--- src/rtl/param_router.sv ---
// Parametrised N-port wormhole router: per-input FIFOs, per-output round-robin
// arbitration with packet locking, registered outputs and invalid-destination dropping.
module param_router #(
  parameter int unsigned NUM_PORTS = 4,
  parameter int unsigned DATA_W    = 32,
  parameter int unsigned BUF_DEPTH = 4,
  parameter int unsigned DEST_W    = $clog2(NUM_PORTS) + 1,
  parameter int unsigned FLIT_W    = 1 + DEST_W + DATA_W
) (
  input  logic                        clk,
  input  logic                        rst,
  input  logic [NUM_PORTS-1:0]        in_valid,
  input  logic [NUM_PORTS*FLIT_W-1:0] in_flit,
  output logic [NUM_PORTS-1:0]        in_ready,
  output logic [NUM_PORTS-1:0]        out_valid,
  output logic [NUM_PORTS*FLIT_W-1:0] out_flit,
  input  logic [NUM_PORTS-1:0]        out_ready,
  output logic [15:0]                 drop_cnt
);

  localparam int unsigned PortW = $clog2(NUM_PORTS);
  localparam int unsigned AddrW = $clog2(BUF_DEPTH);
  localparam int unsigned CntW  = AddrW + 1;

  typedef logic [PortW-1:0] port_t;

  // Input FIFO storage and pointers
  logic [FLIT_W-1:0]    fifo_mem_q [NUM_PORTS][BUF_DEPTH];
  logic [AddrW-1:0]     wr_ptr_q [NUM_PORTS];
  logic [AddrW-1:0]     wr_ptr_d [NUM_PORTS];
  logic [AddrW-1:0]     rd_ptr_q [NUM_PORTS];
  logic [AddrW-1:0]     rd_ptr_d [NUM_PORTS];
  logic [CntW-1:0]      count_q  [NUM_PORTS];
  logic [CntW-1:0]      count_d  [NUM_PORTS];
  // at_head: the flit at the FIFO head starts a packet; dropping: discarding a packet body
  logic [NUM_PORTS-1:0] at_head_q, at_head_d;
  logic [NUM_PORTS-1:0] dropping_q, dropping_d;

  // Output-side state
  logic [NUM_PORTS-1:0] lock_q, lock_d;
  port_t                lock_owner_q [NUM_PORTS];
  port_t                lock_owner_d [NUM_PORTS];
  port_t                rr_ptr_q [NUM_PORTS];
  port_t                rr_ptr_d [NUM_PORTS];
  logic [NUM_PORTS-1:0] out_valid_q, out_valid_d;
  logic [FLIT_W-1:0]    out_flit_q [NUM_PORTS];
  logic [FLIT_W-1:0]    out_flit_d [NUM_PORTS];
  logic [15:0]          drop_cnt_q, drop_cnt_d;

  // FIFO head decode
  logic [FLIT_W-1:0]    head_flit [NUM_PORTS];
  logic [DEST_W-1:0]    head_dest [NUM_PORTS];
  logic [NUM_PORTS-1:0] fifo_empty, fifo_full, head_tail, dest_ok;
  logic [NUM_PORTS-1:0] push, pop, drop_pop;
  logic [NUM_PORTS-1:0] req [NUM_PORTS];
  logic [NUM_PORTS-1:0] load, load_head;
  port_t                load_src [NUM_PORTS];
  logic [16:0]          drop_sum;

  always_comb begin
    for (int i = 0; i < NUM_PORTS; i++) begin
      head_flit[i]  = fifo_mem_q[i][rd_ptr_q[i]];
      head_dest[i]  = head_flit[i][DATA_W +: DEST_W];
      head_tail[i]  = head_flit[i][FLIT_W-1];
      fifo_empty[i] = (count_q[i] == '0);
      fifo_full[i]  = (count_q[i] == CntW'(BUF_DEPTH));
      dest_ok[i]    = (head_dest[i] < DEST_W'(NUM_PORTS));
      push[i]       = in_valid[i] && !fifo_full[i];
      drop_pop[i]   = !fifo_empty[i] && ((at_head_q[i] && !dest_ok[i]) || dropping_q[i]);
    end
  end

  assign in_ready = ~fifo_full;

  always_comb begin
    for (int o = 0; o < NUM_PORTS; o++) begin
      for (int i = 0; i < NUM_PORTS; i++) begin
        req[o][i] = !fifo_empty[i] && at_head_q[i] && dest_ok[i] &&
                    (head_dest[i] == DEST_W'(o));
      end
    end
  end

  // Per-output arbitration: locked outputs only take their owner's body flits.
  always_comb begin
    int idx;
    idx = 0;
    for (int o = 0; o < NUM_PORTS; o++) begin
      load[o]      = 1'b0;
      load_head[o] = 1'b0;
      load_src[o]  = '0;
      if (!out_valid_q[o] || out_ready[o]) begin
        if (lock_q[o]) begin
          if (!fifo_empty[lock_owner_q[o]]) begin
            load[o]     = 1'b1;
            load_src[o] = lock_owner_q[o];
          end
        end else begin
          // Scan lowest priority first so the highest-priority requester wins.
          for (int k = int'(NUM_PORTS) - 1; k >= 0; k--) begin
            idx = int'(rr_ptr_q[o]) + k;
            if (idx >= int'(NUM_PORTS)) idx = idx - int'(NUM_PORTS);
            if (req[o][idx]) begin
              load[o]      = 1'b1;
              load_head[o] = 1'b1;
              load_src[o]  = port_t'(idx);
            end
          end
        end
      end
    end
  end

  always_comb begin
    pop = drop_pop;
    for (int o = 0; o < NUM_PORTS; o++) begin
      if (load[o]) pop[load_src[o]] = 1'b1;
    end
  end

  // Input-side next state
  always_comb begin
    drop_sum = {1'b0, drop_cnt_q};
    for (int i = 0; i < NUM_PORTS; i++) begin
      wr_ptr_d[i]   = wr_ptr_q[i] + AddrW'(push[i]);
      rd_ptr_d[i]   = rd_ptr_q[i] + AddrW'(pop[i]);
      count_d[i]    = count_q[i] + CntW'(push[i]) - CntW'(pop[i]);
      at_head_d[i]  = pop[i] ? head_tail[i] : at_head_q[i];
      dropping_d[i] = drop_pop[i] ? !head_tail[i] : dropping_q[i];
      if (drop_pop[i] && at_head_q[i]) drop_sum = drop_sum + 17'd1;
    end
    drop_cnt_d = drop_sum[16] ? 16'hFFFF : drop_sum[15:0];
  end

  // Output-side next state
  always_comb begin
    for (int o = 0; o < NUM_PORTS; o++) begin
      lock_d[o]       = lock_q[o];
      lock_owner_d[o] = lock_owner_q[o];
      rr_ptr_d[o]     = rr_ptr_q[o];
      out_valid_d[o]  = out_valid_q[o];
      out_flit_d[o]   = out_flit_q[o];
      if (load[o]) begin
        out_valid_d[o] = 1'b1;
        out_flit_d[o]  = head_flit[load_src[o]];
        lock_d[o]      = !head_tail[load_src[o]];
        if (load_head[o]) begin
          lock_owner_d[o] = load_src[o];
          rr_ptr_d[o]     = (int'(load_src[o]) == int'(NUM_PORTS) - 1) ? '0 :
                            load_src[o] + port_t'(1);
        end
      end else if (out_ready[o]) begin
        out_valid_d[o] = 1'b0;
      end
    end
  end

  always_ff @(posedge clk) begin
    if (rst) begin
      wr_ptr_q     <= '{default: '0};
      rd_ptr_q     <= '{default: '0};
      count_q      <= '{default: '0};
      at_head_q    <= '1;
      dropping_q   <= '0;
      lock_q       <= '0;
      lock_owner_q <= '{default: '0};
      rr_ptr_q     <= '{default: '0};
      out_valid_q  <= '0;
      out_flit_q   <= '{default: '0};
      drop_cnt_q   <= '0;
    end else begin
      wr_ptr_q     <= wr_ptr_d;
      rd_ptr_q     <= rd_ptr_d;
      count_q      <= count_d;
      at_head_q    <= at_head_d;
      dropping_q   <= dropping_d;
      lock_q       <= lock_d;
      lock_owner_q <= lock_owner_d;
      rr_ptr_q     <= rr_ptr_d;
      out_valid_q  <= out_valid_d;
      out_flit_q   <= out_flit_d;
      drop_cnt_q   <= drop_cnt_d;
    end
  end

  // Storage needs no reset: pointers alone define occupancy.
  always_ff @(posedge clk) begin
    for (int i = 0; i < NUM_PORTS; i++) begin
      if (push[i]) fifo_mem_q[i][wr_ptr_q[i]] <= in_flit[i*FLIT_W +: FLIT_W];
    end
  end

  always_comb begin
    out_flit = '0;
    for (int o = 0; o < NUM_PORTS; o++) begin
      out_flit[o*FLIT_W +: FLIT_W] = out_flit_q[o];
    end
  end

  assign out_valid = out_valid_q;
  assign drop_cnt  = drop_cnt_q;

endmodule

--- config.mk ---
export PLATFORM = sky130hd
export DESIGN_NAME = param_router
export DESIGN_NICKNAME = d
export VERILOG_FILES = /design/src/rtl/param_router.sv
export SDC_FILE = /design/constraint.sdc
export NUM_CORES = 1
export LEC_CHECK = 0
export CAP_MARGIN = 20
export CORE_MARGIN = 3
export CORE_UTILIZATION = 32
export CTS_CLUSTER_DIAMETER = 100
export DETAILED_ROUTE_END_ITERATION = 10
export SYNTH_ARGS = -nofsm -noshare
export SYNTH_HDL_FRONTEND = slang
export SYNTH_SLANG_ARGS = --single-unit
--- constraint.sdc ---
create_clock -name clk -period 4.84 [get_ports clk]
set_input_delay 0.968 -clock clk [delete_from_list [all_inputs] [get_ports clk]]
set_output_delay 0.968 -clock clk [all_outputs]
set_load 0.02 [all_outputs]
**After elaboration in Yosys (flattened, before gate mapping)**

Memories as Yosys holds them, arrays and structs flattened.
Index checks and enable logic that the tools add are counted.

- Flip-flop bits (word level): 220
- Bits in writable memories: 576
- Input bits: 154
- Output and inout bits: 168
- Logic and storage cells: 536
- Memories kept: 1

- $add $sub $neg: 52
- Magnitude comparators: 64
- Equality and inequality tests: 20
- Muxes and demuxes: 245
- Bitwise gates (word level): 17
- Reduce and logical (&&, ||, !) cells: 96

Memory list:

| name | words | bits a word | read ports | clocked after Yosys merged registers in | wr ports | line | text |
|---|---|---|---|---|---|---|---|
| fifo_mem_q | 4 | 144 | 4 | 0 | 4 | 28 | `logic [FLIT_W-1:0] fifo_mem_q [NUM_PORTS][BUF_DEPTH];` |

Operators by type and width:

| cell | count |
|---|---|
| 2-to-1 mux 32 bit | 48 |
| 2-to-1 mux 36 bit | 20 |
| binary-select mux 36 bit (select 2 bit) | 8 |
| 2-to-1 mux 144 bit | 4 |
| less-than comparator 32 x 4 -> 1 bit (second input constant) | 16 |
| demux 36 bit (select 2 bit) | 4 |
| 2-to-1 mux 1 bit | 92 |
| >= comparator 3 bit (second input constant) | 24 |
| 2-to-1 mux 17 bit | 4 |
| 2-to-1 mux 2 bit | 32 |
| adder 17 x 1 -> 17 bit (second input constant) | 3 |
| binary-select mux 1 bit (select 2 bit) | 24 |
| logical AND 1 bit | 48 |
| subtractor 3 x 3 -> 4 bit (second input constant) | 12 |
| NOT 2 -> 3 bit | 12 |
| adder 2 x 2 -> 3 bit (second input constant) | 8 |
| equality test 3 x 2 -> 1 bit (second input constant) | 8 |
| zero test 1 bit | 24 |
| zero test 3 bit | 8 |
| less-than comparator 2 x 3 -> 1 bit (second input constant) | 8 |
| adder 16 x 1 -> 17 bit (second input constant) | 1 |
| adder 2 x 1 -> 2 bit | 8 |
| 2-to-1 mux 16 bit | 1 |
| 2-to-1 mux 4 bit | 4 |
| other kinds (18) | 73 |

**Logic depth before layout (Yosys ltp)**

Gate-level depths: netlist of run 1.

- Depth in word-level cells: 29
- Gate-level depth with buffers: 25

**Worst setup path after synthesis of run 1**

No wires, ideal clock.

- Kind: flip-flop to flip-flop
- Start: register rd_ptr_q[0] (netlist bit)
- End: register count_q[8] (netlist bit)
- Arrival time: 5.103 ns
- Data required time: 4.712 ns
- Setup slack: -0.390 ns
- Stages on the path, launching flop included: 26
- Buffers on the path: 4
- Period minus slack after synthesis: 5.230 ns
- Path through: dfxtp_1 -> clkbuf_1 -> mux4_2 -> nor3_1 -> nand2_1 -> nor2_1 -> nand2_1 -> o21ai_0 -> a221oi_1 -> a221oi_1 -> clkbuf_1 -> clkbuf_1 -> clkbuf_1 -> inv_1 -> ha_1 -> inv_1 -> o22ai_1 -> a211o_1 -> ha_1 -> inv_1 -> ha_1 -> inv_1 -> fa_1 -> xor2_1 -> xnor2_1 -> nor2_1

RTL lines:

| element | line | text |
|---|---|---|
| from (decl) | 31 | `logic [AddrW-1:0] rd_ptr_q [NUM_PORTS];` |
| from (signal assigned) | 173 | `rd_ptr_q <= rd_ptr_d;` |
| to (signal assigned) | 174 | `count_q <= count_d;` |
| to (decl) | 33 | `logic [CntW-1:0] count_q [NUM_PORTS];` |

**Worst setup path after layout of run 1**

- Start: register rd_ptr_q[4] (netlist bit)
- End: register count_q[5] (netlist bit)

- Longest elaborated chain between the ends: 29

RTL lines:

| element | line | text |
|---|---|---|
| NOT 2 -> 3 bit (not written as such) (*) | 62 | `head_flit[i] = fifo_mem_q[i][rd_ptr_q[i]];` |
| binary-select mux 36 bit (select 2 bit) (*) | 62 |  |
| 2-to-1 mux 36 bit (not written as such) (*) (2 in series) | 62 |  |
| less-than comparator 3 bit | 67 | `dest_ok[i] = (head_dest[i] < DEST_W'(NUM_PORTS));` |
| logical AND 1 bit (2 in series) | 78 | `req[o][i] = !fifo_empty[i] && at_head_q[i] && dest_ok[i] &&` |
| binary-select mux 1 bit (select 2 bit) | 103 | `if (req[o][idx]) begin` |
| 2-to-1 mux 1 bit (not written as such) (2 in series) | 103 |  |
| 2-to-1 mux 2 bit (4 in series) | 103 |  |
| [7 not listed] | n/a |  |
| 2-to-1 mux 4 bit | 117 | `if (load[o]) pop[load_src[o]] = 1'b1;` |
| OR 4 bit (no source line) | n/a |  |
| 2-to-1 mux 4 bit | 117 |  |
| OR 4 bit (no source line) | n/a |  |
| 2-to-1 mux 4 bit | 117 |  |
| OR 4 bit (no source line) | n/a |  |
| 2-to-1 mux 4 bit (*) | 117 |  |
| subtractor 3 x 1 -> 3 bit (*) | 127 | `count_d[i] = count_q[i] + CntW'(push[i]) - CntW'(pop[i]);` |

Mark *: on every way between the ends. The rest lies on a longest branch, timed or not. The select of a mux whose other input is x is not followed.
A chain may end at the register's enable or synchronous reset.

==> metrics, run 1 <==
Post-Route Setup TNS 0 ps; WP data required 5350 ps; Boundary Pins 322; area share of the largest cell type after synthesis 47.9%; number of max-cap violations 0; Die W 342 um; DIE HEIGHT 342 um; fin crit period 4580 ps; post-route ant nets 0; Finish-stage setup viols 0; H-tree Lvls 3; initial DRC count 2435; post-synthesis sequential area ratio 60.1%; RSZ-0062 raised after global routing false; hold depth 2; synthesized cell area 36100 um2; Layout Nets 3481; clk_skew 53.6 ps; total power draw 28.2 mW; Die Area 117000 um2; clk buf depth 3; gr ovfl total 0; Min-Delay Path Class reg -> reg; Synth top cells by count edfxtp_1 (576), nand2_1 (452), nor2_1 (245); placed instance area 41600 um2; Syn Nets 3141; Post-synth EDFFs 576; antenna violations before repair 19; most common cell in the netlist edfxtp_1; Finished Cell Area 44600 um2; via count 25600; Root Buffer Master clkbuf_16; clock-pin slew on the worst setup and hold paths 60 ps; placer congestion estimate 0.943; worst-margin pin slew 1200 ps; port bufs 321; ys flop type edfxtp_1; startpoint types flop; dpl hpwl 85600 um; crit path max fanout 11; share of post-route cells with drive strength above 1 14.6%; largest net degree at the start of global routing 121; Rows 122; leading area contributor after synthesis edfxtp_1; Area growth syn-to-layout 23.5%; Final Slew Violations 0; fin crit share 94.5%; Critical Path AT 5080 ps; Unique masters post-synth 84; mean number of vias per cell 5.27; crit path cell chain mux4_2 > nor4b_2 > o21ai_0 > a21oi_1 > o31ai_1 > nand2_1 > clkinv_2 > ha_1 > inv_1 > o21ai_0 > a211o_1 > ha_1 > inv_1 > ha_1 > inv_1 > fa_1 > xor2_1 > xnor2_1 > nor2_1; clk sinks 796; drt total wl 119000 um; CTS Hold Bufs 0; Pleak 14.7 nW; outcome finished, final reports clean; vias in the first global route 24700; GRT Resource Usage Total 20.0%; warnings from Yosys 0; Residual DRC 0; Largest stage delay, worst path 560 ps; Final Hold Fails 0; Peak VDD IR 0.459 mV; CTS tree yes; R2R cell count 19; routed wire length per instance 24.5 um; first-pass GRT wire length 172000 um; Critical-path top delay cell nor4b_2; top area cells in the synthesized netlist edfxtp_1 (48%), dfxtp_1 (12%), mux4_2 (7.2%), nand2_1 (4.7%), mux2i_1 (3.4%); Starting Density 32.4%; Core Area 111000 um2; First-pass DRT Iterations 5; Worst slew margin 18.8%; Seq cells post-synth 796; TritonCTS buffer count 86; CP endpoint kind flop; clock latency on the worst-skew pair 680 ps; fmax 219 MHz; Mean Syn Cell Area 12.3 um2; PwrDens 632 nW/um2; type of the worst setup path reg -> reg; share of synthesized registers carrying an async set or reset 0%; fillers 10400; Syn Inst Count 2947
report_power, final:
part           leakage, nW  switching (mW)  internal (mW)
clock                 1.41            2.88           3.86
combinational         6.23            8.04           4.41
sequential            7.08           0.604           8.38
total                 14.7            11.5           16.7
state kept, by name, indices dropped and copies added, names as in the netlist:
name,flops
fifo_mem_q,576
out_flit,144
drop_cnt,16
count_q,12
lock_owner_q,8
rd_ptr_q,8
rr_ptr_q,8
wr_ptr_q,8
at_head_q,4
dropping_q,4
lock_q,4
out_valid,4
routing by layer:
layer / global-route usage (%) / wire [um] / part of all wire (%)
met5: 0 / 41 / 0.034
met4: 4.66 / 2580 / 2.2
met3: 4.17 / 8280 / 6.9
met2: 34.4 / 59900 / 50
met1: 25.8 / 48300 / 41
path summary, 6_finish.rpt:
| path | startpoint | endpoint | slack (ps) |
|---|---|---|---|
| hold / removal | out_flit[87]$_SDFFE_PP0P_ | out_flit[87]$_SDFFE_PP0P_ | 460 |
| setup / recovery | rd_ptr_q[4]$_SDFF_PP0_ | count_q[5]$_SDFF_PP0_ | 260 |
| setup reg to reg | rd_ptr_q[4]$_SDFF_PP0_ | count_q[5]$_SDFF_PP0_ | 260 |
| hold reg to reg | out_flit[87]$_SDFFE_PP0P_ | out_flit[87]$_SDFFE_PP0P_ | 460 |
timing repair:
action | 4_1_cts | 5_1_grt
endpoints found under the hold margin | 0 | 0
gates resized for setup | 0 | 5
endpoints found under the setup margin | 0 | 18
setup buffers | 0 | 6
layout make-up:
| class | instances | area (um2) | share of cell area, % |
|---|---|---|---|
| inverters | 51 | 194 | 0.435 |
| clock buffers | 104 | 2280 | 5.11 |
| repair buffers | 452 | 4260 | 9.56 |
| well taps | 1488 | 1860 | 4.17 |
| clock inverters | 58 | 662 | 1.48 |
| diodes | 5 | 12.5 | 0.0280 |
| multi-input cells | 1900 | 13600 | 30.5 |
| flip-flops and latches | 796 | 21700 | 48.7 |
cells by family (layout without fill, tap and decap cells):
logic type	Yosys count	in the layout	share of synthesized area, %
simple gates	877	877	10.4
fa+ha+maj	40	40	1.47
buf+inv	251	665	2.69
xor+xnor	60	60	1.49
compound gates	645	645	12.0
flops	796	796	60.1
other cells	0	5	0
mux	278	278	11.8
cells in the final DEF (no fill, tap or decap), drive strengths merged, types with 15 or more instances in the layout:
cell type / count
a21oi: 191
o211ai: 88
clkdlybuf4s50: 320
mux4: 115
ha: 36
o21ai: 121
xor2: 15
mux2: 40
dfxtp: 220
nor2b: 23
mux2i: 123
clkinv: 38
nor3: 27
and3: 16
nand3: 21
buf: 131
edfxtp: 576
a211oi: 82
xnor2: 44
nand2b: 19
nor2: 246
nand2: 453
a311oi: 72
clkbuf: 105
inv: 56
metrics by stage:
step	std cells	setup slack [ps]	hold slack (ps)	utilization [%]
6_report	4854	264	455	40.1
5_1_grt	4849	8.66	469	40.1
4_1_cts	4840	231	456	40.0
3_5_place_dp	4678	268	447	37.3
3_3_place_gp	4678	347	443	37.3
2_1_floorplan	2947	4.13	464	-
critical path, delay by kind of cell (launching register included):
family                     cells  cell delay [ps]
xor gates and xnor gates       2              300
adders and majority gates      4             1050
and+or+nand+nor                3              840
DFF                            1              390
AOI/OAI and AO/OA              5              900
buffers and inverters          4              400
muxes                          1              550
Note: power is estimated with default switching activity, not from simulation.
==> run 2, diff against run 1 <==
--- a/config.mk
+++ b/config.mk
@@ -7,9 +7,10 @@
 export LEC_CHECK = 0
 export CAP_MARGIN = 20
 export CORE_MARGIN = 3
-export CORE_UTILIZATION = 32
+export CORE_UTILIZATION = 45
 export CTS_CLUSTER_DIAMETER = 100
 export DETAILED_ROUTE_END_ITERATION = 10
+export PLACE_DENSITY = 0.67
 export SYNTH_ARGS = -nofsm -noshare
 export SYNTH_HDL_FRONTEND = slang
 export SYNTH_SLANG_ARGS = --single-unit
==> metrics, run 2 (same netlist as run 1, synthesis figures left out) <==
port bufs 321; placer congestion estimate 0.957; Die W 289 um; fin crit share 95.2%; Starting Density 45.6%; max reg flops 576; Core Area 79300 um2; Residual DRC 0; clk_skew 30.7 ps; Largest stage delay, worst path 660 ps; initial DRC count 2748; clock latency on the worst-skew pair 660 ps; total power draw 28.1 mW; Root Buffer Master clkbuf_16; Layout Nets 3482; Finish-stage setup viols 0; Area growth syn-to-layout 21.7%; Die Area 83700 um2; outcome finished, final reports clean; most used cell, CP inv_1; via count 26200; CTS Hold Bufs 0; drt total wl 115000 um; Min-Delay Path Class reg -> reg; share of post-route cells with drive strength above 1 15.0%; worst-margin pin slew 1180 ps; startpoint types flop; hold path start out_flit[35]$_SDFFE_PP0N_; first-pass GRT wire length 167000 um; Rows 103; routed wire length per instance 26.2 um; CTS tree yes; largest net degree at the start of global routing 110; Critical-path top delay cell mux4_2; Crit. Startpoint fifo_mem_q[1][34]$_DFFE_PP_; dpl hpwl 82400 um; Worst slew margin 20.3%; Critical Path AT 5100 ps; most common cell after layout, fill and taps aside edfxtp_1; number of max-cap violations 0; vias in the first global route 25500; crit path max fanout 12; fin crit period 4610 ps; antenna violations before repair 6; fmax 217 MHz; commonest non-fill, non-tap cells in the layout edfxtp_1 (576), nand2_1 (447), clkdlybuf4s50_1 (320); PwrDens 640 nW/um2; post-route ant nets 0; Worst Hold Margin 452 ps; type of the worst setup path reg -> reg; Final Slew Violations 0; WP data required 5340 ps; Peak VDD IR 0.530 mV; TritonCTS buffer count 84; clock-pin slew on the worst setup and hold paths 70 ps; Boundary Pins 322; Pleak 14.7 nW; H-tree Lvls 3; clk sinks 796; crit path cell chain mux4_2 > nor4b_2 > nor3b_1 > o41ai_1 > buf_4 > nand2_2 > inv_1 > ha_1 > inv_1 > nor2_1 > a21oi_1 > o211ai_1 > ha_1 > inv_1 > ha_1 > inv_1 > fa_1 > xor2_1 > xnor2_1 > nor2_1; CP endpoint kind flop; First-pass DRT Iterations 6; RR Startpoint fifo_mem_q[1][34]$_DFFE_PP_; Final Hold Fails 0; mean number of vias per cell 5.94; GRT Resource Usage Total 27.2%; DIE HEIGHT 289 um; clk buf depth 3; gr ovfl total 0
## run 2: worst paths after layout
path                                                   to  cells past startpoint  slack (ps)
worst max-delay path                count_q[2]$_SDFF_PP0_                     20         230
worst min-delay path            out_flit[35]$_SDFFE_PP0N_                      2         450
worst max register to register      count_q[2]$_SDFF_PP0_                     20         230
worst min register to register  out_flit[35]$_SDFFE_PP0N_                      2         450
## run 2: per-stage QoR
step	worst slack, ps	util [%]	instances	instance area (um2)	TNS (ps)
6_report	234	55.4	4412	43900	0
2_1_floorplan	4.13	-	2947	36100	0
4_1_cts	109	55.2	4402	43800	0
3_5_place_dp	138	51.7	4244	41000	0
5_1_grt	-16.7	55.4	4411	43900	-16.7
3_3_place_gp	239	51.7	4244	41000	0
## run 2: where the power goes
part / switching, mW / total [mW] / internal, mW
registers: 0.622 / 9.01 / 8.38
logic: 8.20 / 12.6 / 4.44
clock network: 2.77 / 6.47 / 3.69
## run 2: what timing repair did
item	CTS	global route
setup buffers	0	6
resized for setup	0	22
setup endpoints to repair	0	21
## run 2: cell type report
type | instances | area [um2]
Multi-Input combinational cell | 1900 | 13700
Tap cell | 1050 | 1310
Antenna cell | 2 | 5.00
Clock buffer | 107 | 2270
Sequential cell | 796 | 21700
Clock inverter | 51 | 523
Inverter | 51 | 193
Timing Repair Buffer | 455 | 4230
Fill cell | 6520 | 35300
## run 2: per-layer routing
layer / share of wire, % / vias to the layer above / wire (um) / global-route usage (%)
li1: - / 11800 / - / -
met1: 39 / 13100 / 45100 / 35.3
met2: 49 / 1110 / 56700 / 45.4
met3: 7.0 / 240 / 8040 / 3.97
met4: 4.9 / 0 / 5630 / 12.6
met5: 0 / - / 0 / 0
## run 2: worst max-delay path: cells and delay by family, from the launching register on
kind | cells | cell delay (ps)
flip-flops | 1 | 400
multiplexers | 1 | 660
buffers and inverters | 5 | 560
AND/OR/NAND/NOR | 5 | 880
AO/OA/AOI/OAI | 3 | 650
XOR/XNOR | 2 | 330
adder cells (fa/ha/maj) | 4 | 1000
